File: src/rtl/scope_capture_pkg.sv
// Shared types and helpers for the scope_capture acquisition/readout block.
// Holds the FSM state encoding, the trigger-mode codes and the buffer sizing functions.
package scope_pkg;

    typedef enum logic [2:0] {
        ST_IDLE    = 3'd0,
        ST_PREFILL = 3'd1,
        ST_ARMED   = 3'd2,
        ST_POST    = 3'd3,
        ST_SEND    = 3'd4
    } state_e;

    localparam logic [1:0] TRIG_IMM  = 2'b00;
    localparam logic [1:0] TRIG_RISE = 2'b01;
    localparam logic [1:0] TRIG_FALL = 2'b10;

    function automatic int depth_of(input int addr_w);
        return 32'sd1 << addr_w;
    endfunction

    // Samples captured from the trigger sample onwards.
    function automatic int post_len(input int addr_w, input int pretrig);
        return depth_of(addr_w) - pretrig;
    endfunction

endpackage

File: src/rtl/scope_capture_sample_ram.sv
// Simple dual-port sample buffer: one write port and a registered read port on one clock.
// Written so that it maps onto a single block RAM.
module sample_ram
    import scope_pkg::*;
#(
    parameter int DATA_W = 8,
    parameter int ADDR_W = 9
) (
    input  logic              clk,
    input  logic              we,
    input  logic [ADDR_W-1:0] waddr,
    input  logic [DATA_W-1:0] wdata,
    input  logic              re,
    input  logic [ADDR_W-1:0] raddr,
    output logic [DATA_W-1:0] rdata
);

    logic [DATA_W-1:0] mem_r [0:depth_of(ADDR_W)-1];
    logic [DATA_W-1:0] rdata_r;

    // Write port
    always_ff @(posedge clk) begin
        if (we) begin
            mem_r[waddr] <= wdata;
        end
    end

    // Read port, one cycle of latency
    always_ff @(posedge clk) begin
        if (re) begin
            rdata_r <= mem_r[raddr];
        end
    end

    assign rdata = rdata_r;

endmodule

File: src/rtl/scope_capture.sv
// Oscilloscope acquisition: circular pre/post-trigger capture of ADC samples, then an
// oldest-first readout over a valid/ready interface with a skid register for full throughput.
module scope_capture
    import scope_pkg::*;
#(
    parameter int DATA_W  = 8,
    parameter int ADDR_W  = 9,
    parameter int PRETRIG = 128
) (
    input  logic              clk,
    input  logic              rst,
    input  logic              smp_valid,
    input  logic [DATA_W-1:0] smp_data,
    input  logic              arm,
    input  logic [1:0]        trig_mode,
    input  logic [DATA_W-1:0] trig_level,
    input  logic              force_trig,
    output logic [DATA_W-1:0] out_data,
    output logic              out_valid,
    input  logic              out_ready,
    output logic              busy,
    output logic              triggered,
    output logic              done
);

    localparam int                DEPTH       = depth_of(ADDR_W);
    localparam int                CW          = ADDR_W + 1;
    localparam int                POST_N      = post_len(ADDR_W, PRETRIG);
    localparam logic [CW-1:0]     DEPTH_C     = CW'(DEPTH);
    localparam logic [CW-1:0]     LAST_IDX_C  = CW'(DEPTH - 1);
    localparam logic [CW-1:0]     PRE_LAST_C  = CW'((PRETRIG > 0) ? PRETRIG - 1 : 0);
    localparam logic [CW-1:0]     POST_LAST_C = CW'((POST_N > 0) ? POST_N - 1 : 0);
    localparam logic [CW-1:0]     ONE_C       = CW'(1);
    localparam logic [ADDR_W-1:0] A_ONE_C     = ADDR_W'(1);
    localparam logic [ADDR_W-1:0] PRE_A_C     = ADDR_W'(PRETRIG);

    if (PRETRIG < 0 || PRETRIG > DEPTH - 1) begin : g_pretrig_range
        $error("scope_capture: PRETRIG must lie in 0..DEPTH-1");
    end

    state_e              state_r, state_s;
    logic [ADDR_W-1:0]   wptr_r, start_addr_r, raddr_s;
    logic [CW-1:0]       pre_cnt_r, post_cnt_r, rd_cnt_r, sent_cnt_r;
    logic [1:0]          mode_r;
    logic [DATA_W-1:0]   level_r, prev_r;
    logic                prev_ok_r;
    logic [DATA_W-1:0]   out_data_r, skid_r, rdata_s;
    logic                out_valid_r, skid_v_r, rd_pend_r;
    logic                busy_r, trig_r, done_r;
    logic                we_s, re_s, pop_s, fire_s, arm_ok_s, hit_s, rise_s, fall_s;
    logic [1:0]          occ_s;

    // State register
    always_ff @(posedge clk) begin
        if (rst) begin
            state_r <= ST_IDLE;
        end else begin
            state_r <= state_s;
        end
    end

    // Next-state decode
    always_comb begin
        state_s = state_r;
        case (state_r)
            ST_IDLE:    if (arm) state_s = (PRETRIG == 0) ? ST_ARMED : ST_PREFILL;
                        else     state_s = ST_IDLE;
            ST_PREFILL: if (smp_valid && pre_cnt_r == PRE_LAST_C) state_s = ST_ARMED;
                        else                                      state_s = ST_PREFILL;
            ST_ARMED:   if (fire_s) state_s = (POST_N == 1) ? ST_SEND : ST_POST;
                        else        state_s = ST_ARMED;
            ST_POST:    if (smp_valid && post_cnt_r == POST_LAST_C) state_s = ST_SEND;
                        else                                        state_s = ST_POST;
            ST_SEND:    if (done_r) state_s = ST_IDLE;
                        else        state_s = ST_SEND;
            default:    state_s = ST_IDLE;
        endcase
    end

    // Per-state strobes: RAM write, trigger fire, read issue
    always_comb begin
        we_s     = 1'b0;
        re_s     = 1'b0;
        fire_s   = 1'b0;
        arm_ok_s = 1'b0;
        rise_s   = prev_ok_r && (prev_r < level_r) && (smp_data >= level_r);
        fall_s   = prev_ok_r && (prev_r > level_r) && (smp_data <= level_r);
        pop_s    = out_valid_r && out_ready;
        occ_s    = {1'b0, out_valid_r} + {1'b0, skid_v_r} + {1'b0, rd_pend_r};
        case (mode_r)
            TRIG_IMM:  hit_s = 1'b1;
            TRIG_RISE: hit_s = rise_s;
            TRIG_FALL: hit_s = fall_s;
            default:   hit_s = 1'b1;
        endcase
        case (state_r)
            ST_IDLE:    arm_ok_s = arm;
            ST_PREFILL: we_s = smp_valid;
            ST_ARMED: begin
                we_s   = smp_valid;
                fire_s = smp_valid && (force_trig || hit_s);
            end
            ST_POST:    we_s = smp_valid;
            // Keep at most two samples in flight or buffered so the skid never overflows.
            ST_SEND:    re_s = (rd_cnt_r < DEPTH_C) && ((occ_s - {1'b0, pop_s}) <= 2'd1);
            default:    we_s = 1'b0;
        endcase
    end

    // Capture bookkeeping: write pointer, trigger settings, pre/post counters
    always_ff @(posedge clk) begin
        if (rst) begin
            wptr_r       <= '0;
            start_addr_r <= '0;
            pre_cnt_r    <= '0;
            post_cnt_r   <= '0;
            mode_r       <= TRIG_IMM;
            level_r      <= '0;
            prev_r       <= '0;
            prev_ok_r    <= 1'b0;
        end else begin
            if (arm_ok_s) begin
                mode_r    <= trig_mode;
                level_r   <= trig_level;
                pre_cnt_r <= '0;
                prev_ok_r <= 1'b0;
            end
            if (we_s) begin
                wptr_r <= wptr_r + A_ONE_C;
            end
            if (state_r == ST_PREFILL && smp_valid) begin
                pre_cnt_r <= pre_cnt_r + ONE_C;
            end
            if ((state_r == ST_PREFILL || state_r == ST_ARMED) && smp_valid) begin
                prev_r    <= smp_data;
                prev_ok_r <= 1'b1;
            end
            if (fire_s) begin
                start_addr_r <= wptr_r - PRE_A_C;
                post_cnt_r   <= ONE_C;
            end else if (state_r == ST_POST && smp_valid) begin
                post_cnt_r <= post_cnt_r + ONE_C;
            end
        end
    end

    assign raddr_s = start_addr_r + rd_cnt_r[ADDR_W-1:0];

    sample_ram #(
        .DATA_W (DATA_W),
        .ADDR_W (ADDR_W)
    ) u_ram (
        .clk   (clk),
        .we    (we_s),
        .waddr (wptr_r),
        .wdata (smp_data),
        .re    (re_s),
        .raddr (raddr_s),
        .rdata (rdata_s)
    );

    // Readout pipeline: RAM data lands in the output register, or in the skid when stalled
    always_ff @(posedge clk) begin
        if (rst) begin
            rd_cnt_r    <= '0;
            sent_cnt_r  <= '0;
            rd_pend_r   <= 1'b0;
            out_data_r  <= '0;
            out_valid_r <= 1'b0;
            skid_r      <= '0;
            skid_v_r    <= 1'b0;
            done_r      <= 1'b0;
        end else begin
            rd_pend_r <= re_s;
            done_r    <= pop_s && (sent_cnt_r == LAST_IDX_C);
            if (arm_ok_s) begin
                rd_cnt_r   <= '0;
                sent_cnt_r <= '0;
            end else begin
                if (re_s)  rd_cnt_r   <= rd_cnt_r + ONE_C;
                if (pop_s) sent_cnt_r <= sent_cnt_r + ONE_C;
            end
            if (!out_valid_r || out_ready) begin
                if (skid_v_r) begin
                    out_data_r  <= skid_r;
                    out_valid_r <= 1'b1;
                    skid_v_r    <= rd_pend_r;
                    if (rd_pend_r) skid_r <= rdata_s;
                end else if (rd_pend_r) begin
                    out_data_r  <= rdata_s;
                    out_valid_r <= 1'b1;
                end else begin
                    out_valid_r <= 1'b0;
                end
            end else if (rd_pend_r) begin
                skid_r   <= rdata_s;
                skid_v_r <= 1'b1;
            end
        end
    end

    // Status flags follow the state being entered
    always_ff @(posedge clk) begin
        if (rst) begin
            busy_r <= 1'b0;
            trig_r <= 1'b0;
        end else begin
            busy_r <= (state_s != ST_IDLE);
            trig_r <= (state_s == ST_POST) || (state_s == ST_SEND);
        end
    end

    assign out_data  = out_data_r;
    assign out_valid = out_valid_r;
    assign busy      = busy_r;
    assign triggered = trig_r;
    assign done      = done_r;

endmodule

File: config.mk
export PLATFORM = sky130hd
export DESIGN_NAME = scope_capture
export DESIGN_NICKNAME = d
export VERILOG_FILES = /design/src/rtl/scope_capture_pkg.sv /design/src/rtl/scope_capture_sample_ram.sv /design/src/rtl/scope_capture.sv
export SDC_FILE = /design/constraint.sdc
export NUM_CORES = 2
export LEC_CHECK = 0
export CORE_MARGIN = 5
export CORE_UTILIZATION = 60
export CTS_CLUSTER_SIZE = 8
export DETAILED_ROUTE_END_ITERATION = 6
export GPL_ROUTABILITY_DRIVEN = 0
export PLACE_DENSITY = 0.76
export SYNTH_ARGS = -nofsm -noshare
export SYNTH_HDL_FRONTEND = slang
export SYNTH_SLANG_ARGS = --single-unit
File: constraint.sdc
create_clock -name clk -period 9.02 [get_ports clk]
set_input_delay 2.706 -clock clk [delete_from_list [all_inputs] [get_ports clk]]
set_output_delay 2.706 -clock clk [all_outputs]
set_load 0.05 [all_outputs]
==> flow_metrics.env <==
export IMPL_vias=84600
export IMPL_ys_types=81
export IMPL_max_cap_violations=0
export IMPL_r2r_start="rd_cnt_r[0]$_SDFFE_PP0P_"
export IMPL_drc_errors=1
export IMPL_rr_worst_depth=12
export IMPL_finalPower_uw=42000
export IMPL_ys_seq_area_frac=0.763
export IMPL_htreeDepth=6
export IMPL_grt_max_degree=154
export IMPL_grt_pass1_vias=84000
export IMPL_synth_area_per_cell_um2=22.0
export IMPL_antenna_found_initial=19
export IMPL_cts_buffers_inserted=599
export IMPL_synth_top_area_cell="edfxtp_1"
export IMPL_crit_path_start_kind="input pin"
export IMPL_fin_tns_setup_ps=0
export IMPL_rsz0062_at_grt="no"
export IMPL_finalCritPeriodShare=0.737
export IMPL_r2r_end="u_ram.rdata[4]$_DFFE_PP_"
export IMPL_yosys_register_bits=4206
export IMPL_avgViaCountPerCell=7.35
export IMPL_final_util=0.676
export IMPL_synth_area_um2=164000
export IMPL_finalWirelength_um=454000
export IMPL_fmax_ghz=0.150
export IMPL_status="finished with violations"
export IMPL_grt_usage=0.319
export IMPL_synth_compound_area_frac=0.00945
export IMPL_drv_slew=0
export IMPL_ys_warn_count=0
export IMPL_slew_headroom=0.0921
export IMPL_postSynthCellCount=7451
export IMPL_synth_area_leaders="edfxtp_1 (75%), mux4_2 (17%), nor2_1 (1.5%), dfxtp_1 (1.2%), mux2i_1 (0.68%)"
export IMPL_root_buffer="clkbuf_16"
export IMPL_tightest_slew_ps=1360
export IMPL_required_ps=9570
export IMPL_drt_iter0_drc=14200
export IMPL_path_clk_slew_ps=50
export IMPL_die_area_um2=284000
export IMPL_ir_worst_vdd_mv=0.197
export IMPL_nNetsFinal=7867
export IMPL_gr_total_overflow=0
export IMPL_wl_met2_um=215000
export IMPL_grt_pass1_wl_um=646000
export IMPL_synthAdderAreaFrac=0.00317
export IMPL_synthSimpleGateAreaFrac=0.0282
export IMPL_critPathArrivalTime_ps=7200
export IMPL_endpoint_kind="flop"
export IMPL_hold_worst_slack_ps=445
export IMPL_yosysTopAreaCellShare=0.751
export IMPL_min_to="done$_SDFF_PP0_"
export IMPL_cts_hold_buf=0
export IMPL_reg2reg_slack_ps=2900
export IMPL_period_needed_ps=6650
export IMPL_dieHeight_um=533
export IMPL_synthMuxAreaShare=0.178
export IMPL_drtPass1Iterations=7
export IMPL_drt_met1_wl_um=156000
export IMPL_setup_viol=0
export IMPL_coreArea_um2=273000
export IMPL_initial_core_util=0.601
export IMPL_cts_setup_buffers=0
export IMPL_critPathKind="input pin to flop"
export IMPL_synth_top_family_by_area="multiplexers"
export IMPL_port_buffers=35
export IMPL_cts_buffer_depth=4
export IMPL_clock_skew_final_ps=63.3
export IMPL_hold_violations=0
export IMPL_place_area_um2=168000
export IMPL_violations="design-rule violations"
export IMPL_synth_fp_nets=7516
export IMPL_drtAntennaViolNets=0
export IMPL_areaGrowthSynthToFinish_pct=12.4
export IMPL_hold_start="sent_cnt_r[9]$_SDFFE_PP0P_"
export IMPL_cts_resized=0
export IMPL_leakage_uw=0.0564
export IMPL_dpl_hpwl_um=252000
export IMPL_insertion_delay_ps=960
export IMPL_num_rows=192
export IMPL_whs_path_depth=1
export IMPL_io_pins=36
export IMPL_synth_edf_count=4104
export IMPL_die_w_um=533
export IMPL_drive_above_1_share=0.266
export IMPL_clock_sinks=4206
export IMPL_synthXorXnorAreaFrac=0.00234
export IMPL_wl_per_cell_um=39.4
export IMPL_met3_length_um=61100
export IMPL_power_density_nw_per_um2=228
export IMPL_async_flop_share=0
export IMPL_crit_fanout=21
export IMPL_final_area_um2=185000
export IMPL_synth_ff_type="edfxtp_1"
export IMPL_hold_class="flop to flop"
export IMPL_cts_tree="done"
export IMPL_highest_layer="met5"
critical path: stages:
cell             delay, ps
clkdlybuf4s50_1        500
nor2b_1                270
and2_1                 510
or2_2                  780
buf_4                  390
nand3_4                790
buf_4                  570
nor2_1                 600
metal layers:
| metal | vias to the layer above | GRT usage |
|---|---|---|
| li1 | 31600 | - |
| met1 | 43900 | 0.445 |
| met2 | 8018 | 0.491 |
| met3 | 1130 | 0.0831 |
| met4 | 8 | 0.133 |
| met5 | - | 0 |
cells in the final DEF (no fill, tap or decap), drive strengths merged, types with 16 or more instances in the layout:
master	instances
nor2	654
xor2	25
xnor2	18
clkinv	18
a211oi	17
clkdlybuf4s50	26
edfxtp	4104
o21ai	31
diode	18
dfxtp	102
and3	17
a21oi	56
mux4	1247
a31oi	16
clkbuf	664
mux2i	112
nand4	18
nand2	246
ha	40
nand3	94
buf	165
inv	45
stage by stage:
stage | instances | setup slack [ps]
6_report | 11500 | 2370
5_1_grt | 11500 | 2240
4_1_cts | 11500 | 2400
3_5_place_dp | 10800 | 1480
3_3_place_gp | 10800 | 1650
2_1_floorplan | 7451 | 3470
synthesized netlist by cell type, types with 7 or more instances:
| library cell | count |
|---|---|
| buf_1 | 36 |
| dfxtp_1 | 102 |
| a21o_1 | 8 |
| nand2_1 | 245 |
| or2_2 | 7 |
| clkbuf_1 | 175 |
| a32oi_1 | 13 |
| and3_1 | 17 |
| o21ai_0 | 26 |
| mux4_2 | 1237 |
| buf_4 | 68 |
| nand2b_1 | 8 |
| inv_1 | 24 |
| o22ai_1 | 12 |
| nand3_1 | 94 |
| xnor2_1 | 17 |
| a21oi_1 | 56 |
| edfxtp_1 | 4104 |
| o211ai_1 | 9 |
| mux2i_1 | 112 |
| nor3_1 | 14 |
| buf_6 | 40 |
| nor2b_1 | 13 |
| a211oi_1 | 15 |
| nand4_1 | 18 |
| a31oi_1 | 16 |
| a22oi_1 | 15 |
| nor2_1 | 653 |
| and2_1 | 9 |
| xor2_1 | 25 |
| ha_1 | 40 |
| mux4_1 | 10 |
| buf_2 | 111 |
worst max-delay path by stage:
stage / from / to / slack, ps / depth (start not counted)
final: smp_valid / u_ram.mem_r[35][0]$_DFFE_PP_ / 2370 / 8
after global routing: smp_valid / u_ram.mem_r[35][5]$_DFFE_PP_ / 2240 / 8
after CTS: smp_valid / u_ram.mem_r[35][0]$_DFFE_PP_ / 2400 / 8
after detailed placement: smp_valid / u_ram.mem_r[35][4]$_DFFE_PP_ / 1480 / 8
after global placement: smp_valid / u_ram.mem_r[35][2]$_DFFE_PP_ / 1650 / 8
after floorplan: out_ready / rd_cnt_r[5]$_SDFFE_PP0P_ / 3470 / 12
where the power goes:
group          switching (uW)  total, uW  leakage [uW]  internal (uW)
Combinational             460        519        0.0108           58.4
Sequential               5.91      21500        0.0377          21500
Clock                    8040      20000       0.00785          12000
kinds of logic after synthesis:
| logic type | after synthesis |
|---|---|
| AOI/OAI and AO/OA | 226 |
| xor gates and xnor gates | 43 |
| adders and majority gates | 41 |
| buffers and inverters | 465 |
| DFF | 4206 |
| muxes | 1360 |
| and+or+nand+nor | 1110 |
flip-flops by register name, indices dropped and copies added (netlist names):
name and cells:
skid_v_r 1, busy 1, rd_pend_r 1, rd_cnt_r 10, sent_cnt_r 10, wptr_r 9, out_valid 1, done 1
mode_r 2, prev_r 8, out_data 8, u_ram.rdata 8, level_r 8, pre_cnt_r 10, u_ram.mem_r 4096, skid_r 8
post_cnt_r 10, triggered 1, prev_ok_r 1, state_r 3, start_addr_r 9
cell type report:
class                   count  area [um^2]
fillers                 15600        88600
inverters                  24         90.1
clock buffers             664        15400
multi-input cells        2780        36600
flip-flops and latches   4206       125000
well taps                3589         4490
repair buffers            191         1960
clock inverters            39          624
diodes                     18         45.0
No activity file was read; power rests on OpenSTA's default activity.
